--- src/rtl/cma_host_seq.sv ---
// Host command sequencer for the CMA external bus: buffers host commands in a FIFO and
// replays them as write, read, ROM-multiplier select and run/wait bus cycles.
//
// state | meaning
// IDLE  | pop next command; SETROMUL/RUN bank register updates happen here
// WR    | one-cycle external write strobe
// RD    | one-cycle external read strobe
// RDW   | wait out the read latency, then capture read data
// RUNP  | one-cycle run pulse
// RUNW  | wait for completion or timeout
// RESP  | hold response until the host accepts it
module cma_host_seq #(
  parameter int DATA_W    = 32,
  parameter int ADR_W     = 16,
  parameter int ROMUL_W   = 2,
  parameter int CMD_DEPTH = 4,
  parameter int RD_LAT    = 1,
  parameter int TIMEOUT   = 4096
) (
  input  logic               clk,
  input  logic               rst,
  input  logic               cmd_valid,
  output logic               cmd_ready,
  input  logic [1:0]         cmd_op,
  input  logic [ADR_W-1:0]   cmd_addr,
  input  logic [DATA_W-1:0]  cmd_data,
  output logic               rsp_valid,
  input  logic               rsp_ready,
  output logic [DATA_W-1:0]  rsp_data,
  output logic [1:0]         rsp_status,
  output logic               o_exwe,
  output logic               o_exre,
  output logic [DATA_W-1:0]  o_exwd,
  output logic [ADR_W-1:0]   o_exa,
  output logic [ROMUL_W-1:0] o_exromul,
  output logic               o_run,
  output logic               o_cbank,
  input  logic [DATA_W-1:0]  i_exrd,
  input  logic               i_done,
  output logic               o_busy
);

  localparam int PTR_W   = $clog2(CMD_DEPTH);
  localparam int ENT_W   = 2 + ADR_W + DATA_W;
  localparam int CNT_MAX = (TIMEOUT > RD_LAT) ? TIMEOUT : RD_LAT;
  localparam int CNT_W   = $clog2(CNT_MAX + 1);

  localparam logic [PTR_W:0] FIFO_FULL = (PTR_W + 1)'(CMD_DEPTH);
  localparam logic [CNT_W-1:0] RD_LOAD = CNT_W'(RD_LAT - 1);
  localparam logic [CNT_W-1:0] TO_LOAD = CNT_W'(TIMEOUT - 1);

  localparam logic [1:0] OP_WRITE    = 2'b00;
  localparam logic [1:0] OP_READ     = 2'b01;
  localparam logic [1:0] OP_RUN      = 2'b10;
  localparam logic [1:0] OP_SETROMUL = 2'b11;

  localparam logic [1:0] ST_READ    = 2'b00;
  localparam logic [1:0] ST_DONE    = 2'b01;
  localparam logic [1:0] ST_TIMEOUT = 2'b10;

  typedef enum logic [2:0] {
    S_IDLE, S_WR, S_RD, S_RDW, S_RUNP, S_RUNW, S_RESP
  } state_t;

  state_t state, state_nx;

  logic [ENT_W-1:0]  fifo_mem [CMD_DEPTH];
  logic [PTR_W-1:0]  wr_ptr, rd_ptr;
  logic [PTR_W:0]    fifo_cnt;
  logic              full, empty, push, pop;
  logic [ENT_W-1:0]  head;
  logic [1:0]        head_op;
  logic [ADR_W-1:0]  head_addr;
  logic [DATA_W-1:0] head_data;

  logic [ADR_W-1:0]  cur_addr;
  logic [DATA_W-1:0] cur_data;
  logic [CNT_W-1:0]  cnt;

  assign full      = (fifo_cnt == FIFO_FULL);
  assign empty     = (fifo_cnt == '0);
  assign cmd_ready = !full;
  assign push      = cmd_valid && !full;
  assign pop       = (state == S_IDLE) && !empty;

  assign head      = fifo_mem[rd_ptr];
  assign head_op   = head[ENT_W-1 -: 2];
  assign head_addr = head[DATA_W +: ADR_W];
  assign head_data = head[DATA_W-1:0];

  always_ff @(posedge clk) begin
    if (push) fifo_mem[wr_ptr] <= {cmd_op, cmd_addr, cmd_data};
  end

  // cmd_ready comes from the registered count, so a same-cycle pop never admits an extra push
  always_ff @(posedge clk) begin
    if (rst) begin
      wr_ptr   <= '0;
      rd_ptr   <= '0;
      fifo_cnt <= '0;
    end else begin
      if (push) wr_ptr <= wr_ptr + 1'b1;
      if (pop)  rd_ptr <= rd_ptr + 1'b1;
      case ({push, pop})
        2'b10:   fifo_cnt <= fifo_cnt + 1'b1;
        2'b01:   fifo_cnt <= fifo_cnt - 1'b1;
        default: fifo_cnt <= fifo_cnt;
      endcase
    end
  end

  always_comb begin
    state_nx  = state;
    o_exwe    = 1'b0;
    o_exre    = 1'b0;
    o_run     = 1'b0;
    o_exa     = '0;
    o_exwd    = '0;
    rsp_valid = 1'b0;
    case (state)
      S_IDLE: begin
        if (!empty) begin
          case (head_op)
            OP_WRITE: state_nx = S_WR;
            OP_READ:  state_nx = S_RD;
            OP_RUN:   state_nx = S_RUNP;
            default:  state_nx = S_IDLE;
          endcase
        end
      end
      S_WR: begin
        o_exwe   = 1'b1;
        o_exa    = cur_addr;
        o_exwd   = cur_data;
        state_nx = S_IDLE;
      end
      S_RD: begin
        o_exre   = 1'b1;
        o_exa    = cur_addr;
        state_nx = S_RDW;
      end
      S_RDW: begin
        if (cnt == '0) state_nx = S_RESP;
      end
      S_RUNP: begin
        o_run    = 1'b1;
        state_nx = S_RUNW;
      end
      S_RUNW: begin
        if (i_done || cnt <= CNT_W'(1)) state_nx = S_RESP;
      end
      S_RESP: begin
        rsp_valid = 1'b1;
        if (rsp_ready) state_nx = S_IDLE;
      end
      default: state_nx = S_IDLE;
    endcase
  end

  assign o_busy = (state != S_IDLE) || !empty;

  // Bank is latched at pop so it is already stable during the run pulse
  always_ff @(posedge clk) begin
    if (rst) begin
      state      <= S_IDLE;
      cur_addr   <= '0;
      cur_data   <= '0;
      cnt        <= '0;
      rsp_data   <= '0;
      rsp_status <= '0;
      o_exromul  <= '0;
      o_cbank    <= 1'b0;
    end else begin
      state <= state_nx;
      if (pop) begin
        cur_addr <= head_addr;
        cur_data <= head_data;
        if (head_op == OP_SETROMUL) o_exromul <= head_data[ROMUL_W-1:0];
        if (head_op == OP_RUN)      o_cbank   <= head_data[0];
      end
      case (state)
        S_RD:   cnt <= RD_LOAD;
        S_RDW: begin
          if (cnt == '0) begin
            rsp_data   <= i_exrd;
            rsp_status <= ST_READ;
          end else begin
            cnt <= cnt - 1'b1;
          end
        end
        S_RUNP: cnt <= TO_LOAD;
        // Completion takes priority over the timeout in the final wait cycle
        S_RUNW: begin
          if (i_done) begin
            rsp_data   <= '0;
            rsp_status <= ST_DONE;
          end else if (cnt <= CNT_W'(1)) begin
            rsp_data   <= '0;
            rsp_status <= ST_TIMEOUT;
          end else begin
            cnt <= cnt - 1'b1;
          end
        end
        default: cnt <= cnt;
      endcase
    end
  end

endmodule

--- config.mk ---
export PLATFORM = sky130hd
export DESIGN_NAME = cma_host_seq
export DESIGN_NICKNAME = d
export VERILOG_FILES = /design/src/rtl/cma_host_seq.sv
export SDC_FILE = /design/constraint.sdc
export NUM_CORES = 1
export LEC_CHECK = 0
export BUFFER_PORTS_ARGS = -buffer_cell sky130_fd_sc_hd__buf_2
export CAP_MARGIN = 0
export CORE_MARGIN = 2
export CORE_UTILIZATION = 50
export CTS_CLUSTER_SIZE = 10
export DETAILED_ROUTE_END_ITERATION = 6
export PLACE_DENSITY = 0.73
export SKIP_LAST_GASP = 1
export SLEW_MARGIN = 5
export SYNTH_ARGS = -nofsm -noshare
export SYNTH_HDL_FRONTEND = slang
export SYNTH_SLANG_ARGS = --single-unit
--- constraint.sdc ---
create_clock -name clk -period 2.6 [get_ports clk]
set_clock_uncertainty 0.05 [all_clocks]
set_input_delay 0.26 -clock clk [delete_from_list [all_inputs] [get_ports clk]]
set_output_delay 0.26 -clock clk [all_outputs]
set_load 0.05 [all_outputs]
==> metrics.csv <==
metric,value,unit
WHS Path Cells,2,
clk_lat worst skew,0.51,ns
gr usage total,21.5,%
Synth Area in Simple Gates,10.7,%
Post-synth EDFFs,200,
H-tree depth,2,
CP max stage cell,nor2_2,
kind of critical path,register to output port,
"flops & latches, synth",310,
Mean Syn Cell Area,13.5,sq um
cell row count,56,
Clock Tree Buf Depth,3,
status,"finished, final reports clean",
Synth Net Count,996,
Max Fclk,404,MHz
nets@finish,1259,
Starting Density,51.3,%
drt wl/cell,18.5,um
IO Count,178,
Num CTS Buffers,37,
initial antenna violation count,2,
CP max stage delay,0.43,ns
CP endpoint kind,output port,
Pleak,5.74,nW
final wirelength,28.0,mm
crit path cell chain,buf_4 > nor2_2 > buf_12 > and3_1 > buf_2,
post-synthesis sequential area ratio,67.7,%
"Worst Setup Slack, final",0.122,ns
count of cell types in the netlist,47,
Adder-Cell Fraction of Synth Area,0.888,%
mux share of post-synthesis cell area,9.54,%
Max-Cap Viols,0,
Worst IR Drop VDD,701,uV
area grow syn2layout,27.4,%
RePlAce Congestion,0.861,
"Top FF cell, synth",edfxtp_1,
first-pass GRT wire length,43.7,mm
WHS Endpoint,cur_data[31],
Die ar.,25500,sq um
Worst slew margin,48.6,%
RSZ-0062 raised after global routing,false,
setup violators final,0,
Port-buffer cells,177,
"commonest non-fill, non-tap cell in the layout",edfxtp_1,
initial DRC count,899,
crit path buf inv count,3,
post-route ant nets,0,
Final Hold Viols,0,
"reg-to-reg slack, setup",0.17,ns
fin crit period,2.48,ns
area of the core,23600,sq um
gr ovfl total,0,
"worst slack, placed",-0.0527,ns
R2R cell count,9,
Worst Tran Pin Value,0.770,ns
hold slack,0.0782,ns
Compound-Gate Fraction of Synth Area,8.10,%
top-area cell type share of the netlist area,49.5,%
root buffer cell,clkbuf_16,
clk sink count,310,
xor-xnor portion of the synthesized cell area,0.433,%
CTS tree,yes,
Min-Delay Path Class,input pin to register,
Synthesis Warnings,0,
worst endpoint required time,2.29,ns
post-DP HPWL,16.3,mm
kind of cell adding the most delay to the critical path,buffers and inverters,
Die Wd,160,um
Area contributors post-synth,"edfxtp_1 50%, dfxtp_1 18%, mux4_2 9.3%",
Pwr Density,1030,nW/um^2
largest family of logic cells by synthesized area,simple AND/OR/NAND/NOR gates,
CP max FO,26,
Reg-to-Reg End,fifo_cnt[2],
cells after synthesis,901,
mapped cell area,12100,sq um
Vias/cell,5.48,
fraction of registers with async set or reset after synthesis,0,%
largest net degree at the start of global routing,87,
drt pass-1 iters,5,
top cell type by total area after synthesis,edfxtp_1,
Post-route DRC,0,
Tcrit/Tclk final,95.3,%
Hold Crit Start,rst,
clock transition at the registers of the reported paths,0.05,ns
vias in the first global route,8222,
Worst EP arrival,2.17,ns
"commonest non-fill, non-tap cells in the layout","200 x edfxtp_1, 174 x buf_2, 150 x nand2_1, 107 x dfxtp_1, 98 x a21oi_1",
Startpoint Class,register,
RR Startpoint,fifo_cnt[0],
final slew viol count,0,
DR vias,8298,
layout cells sized above 1,26.2,%
die height,160,um
## report_power, final
part           total [mW]  internal (mW)  switching, mW
combinational        4.58           1.67           2.91
sequential           6.54           6.15          0.394
clock                4.74           2.87           1.87
total                15.9           10.7           5.17
## how the worst max path moves through the flow
stage	startpoint	to	depth (start not counted)
floorplan	state[0]	o_exa[10]	6
global placement	cnt[0]	rsp_data[7]	7
detailed placement	cnt[0]	rsp_data[3]	7
CTS	state[2]	o_exa[10]	8
global route	state[0]	o_exa[2]	7
finish	state[2]	o_exwd[7]	5
## kinds of logic after synthesis
kind of cell / count (synthesis)
adder cells (fa/ha/maj): 8
AO/OA/AOI/OAI: 173
AND/OR/NAND/NOR: 275
buffers and inverters: 76
XOR/XNOR: 6
flip-flops: 310
multiplexers: 53
## repair_timing
item	CTS	global route
resized for setup	3	4
hold endpoints to repair	233	0
pin swaps	0	1
hold buffers	83	0
setup buffers	0	0
setup endpoints to repair	34	16
## flip-flops by register name, summed over array words and instances (netlist names), 3 cells and up, named ones only
name and count:
cur_addr 16, fifo_cnt 3, cur_data 32, rsp_data 32, fifo_mem 200, cnt 13, state 3
## final cells by class
type | count | area [sq um]
inverter | 14 | 52.6
antenna | 3 | 7.51
clock buffer | 64 | 1060
tap | 319 | 399
multi-input combinational | 515 | 3630
fill | 1694 | 8170
sequential | 310 | 8210
timing repair buffer | 286 | 2010
clock inverter | 3 | 66.3
## cell usage after synthesis, types with 3 or more instances
library cell and number:
a21oi_1 99, xor2_1 4, and3_1 37, nand2_1 150, nor3_2 3, ha_1 7, o21ai_1 15, nor3b_1 4
a211oi_1 14, mux2i_1 3, o31ai_1 3, o21ai_0 22, dfxtp_1 110, mux4_2 50, edfxtp_1 200, or4_1 3
o32ai_1 8, inv_1 13, nor4_1 3, nor3_1 8, nand3_1 5, nor2_1 31, clkbuf_1 39, nor2b_1 19
buf_2 21
## metal layers
metal / global-route usage (%) / vias to the layer above / routed length, um
met5: 0 / - / 0
met1: 27.3 / 4031 / 11300
met2: 37.6 / 339 / 14000
met3: 4.21 / 42 / 2020
met4: 6.20 / 0 / 654
li1: - / 3886 / -
## per-stage QoR
stage | instances | power [mW] | utilization [%] | cell area, sq um | setup TNS (ns)
finish | 1514 | 15.9 | 65.4 | 15400 | 0
global route | 1513 | 16.7 | 65.4 | 15400 | 0
CTS | 1511 | 16.0 | 65.3 | 15400 | 0
detailed placement | 1361 | 11.1 | 57.0 | 13500 | -0.116
global placement | 1361 | 11.0 | 57.0 | 13500 | 0
floorplan | 901 | 9.78 | - | 12100 | -2.67
Power figures use the tool's default switching activity.
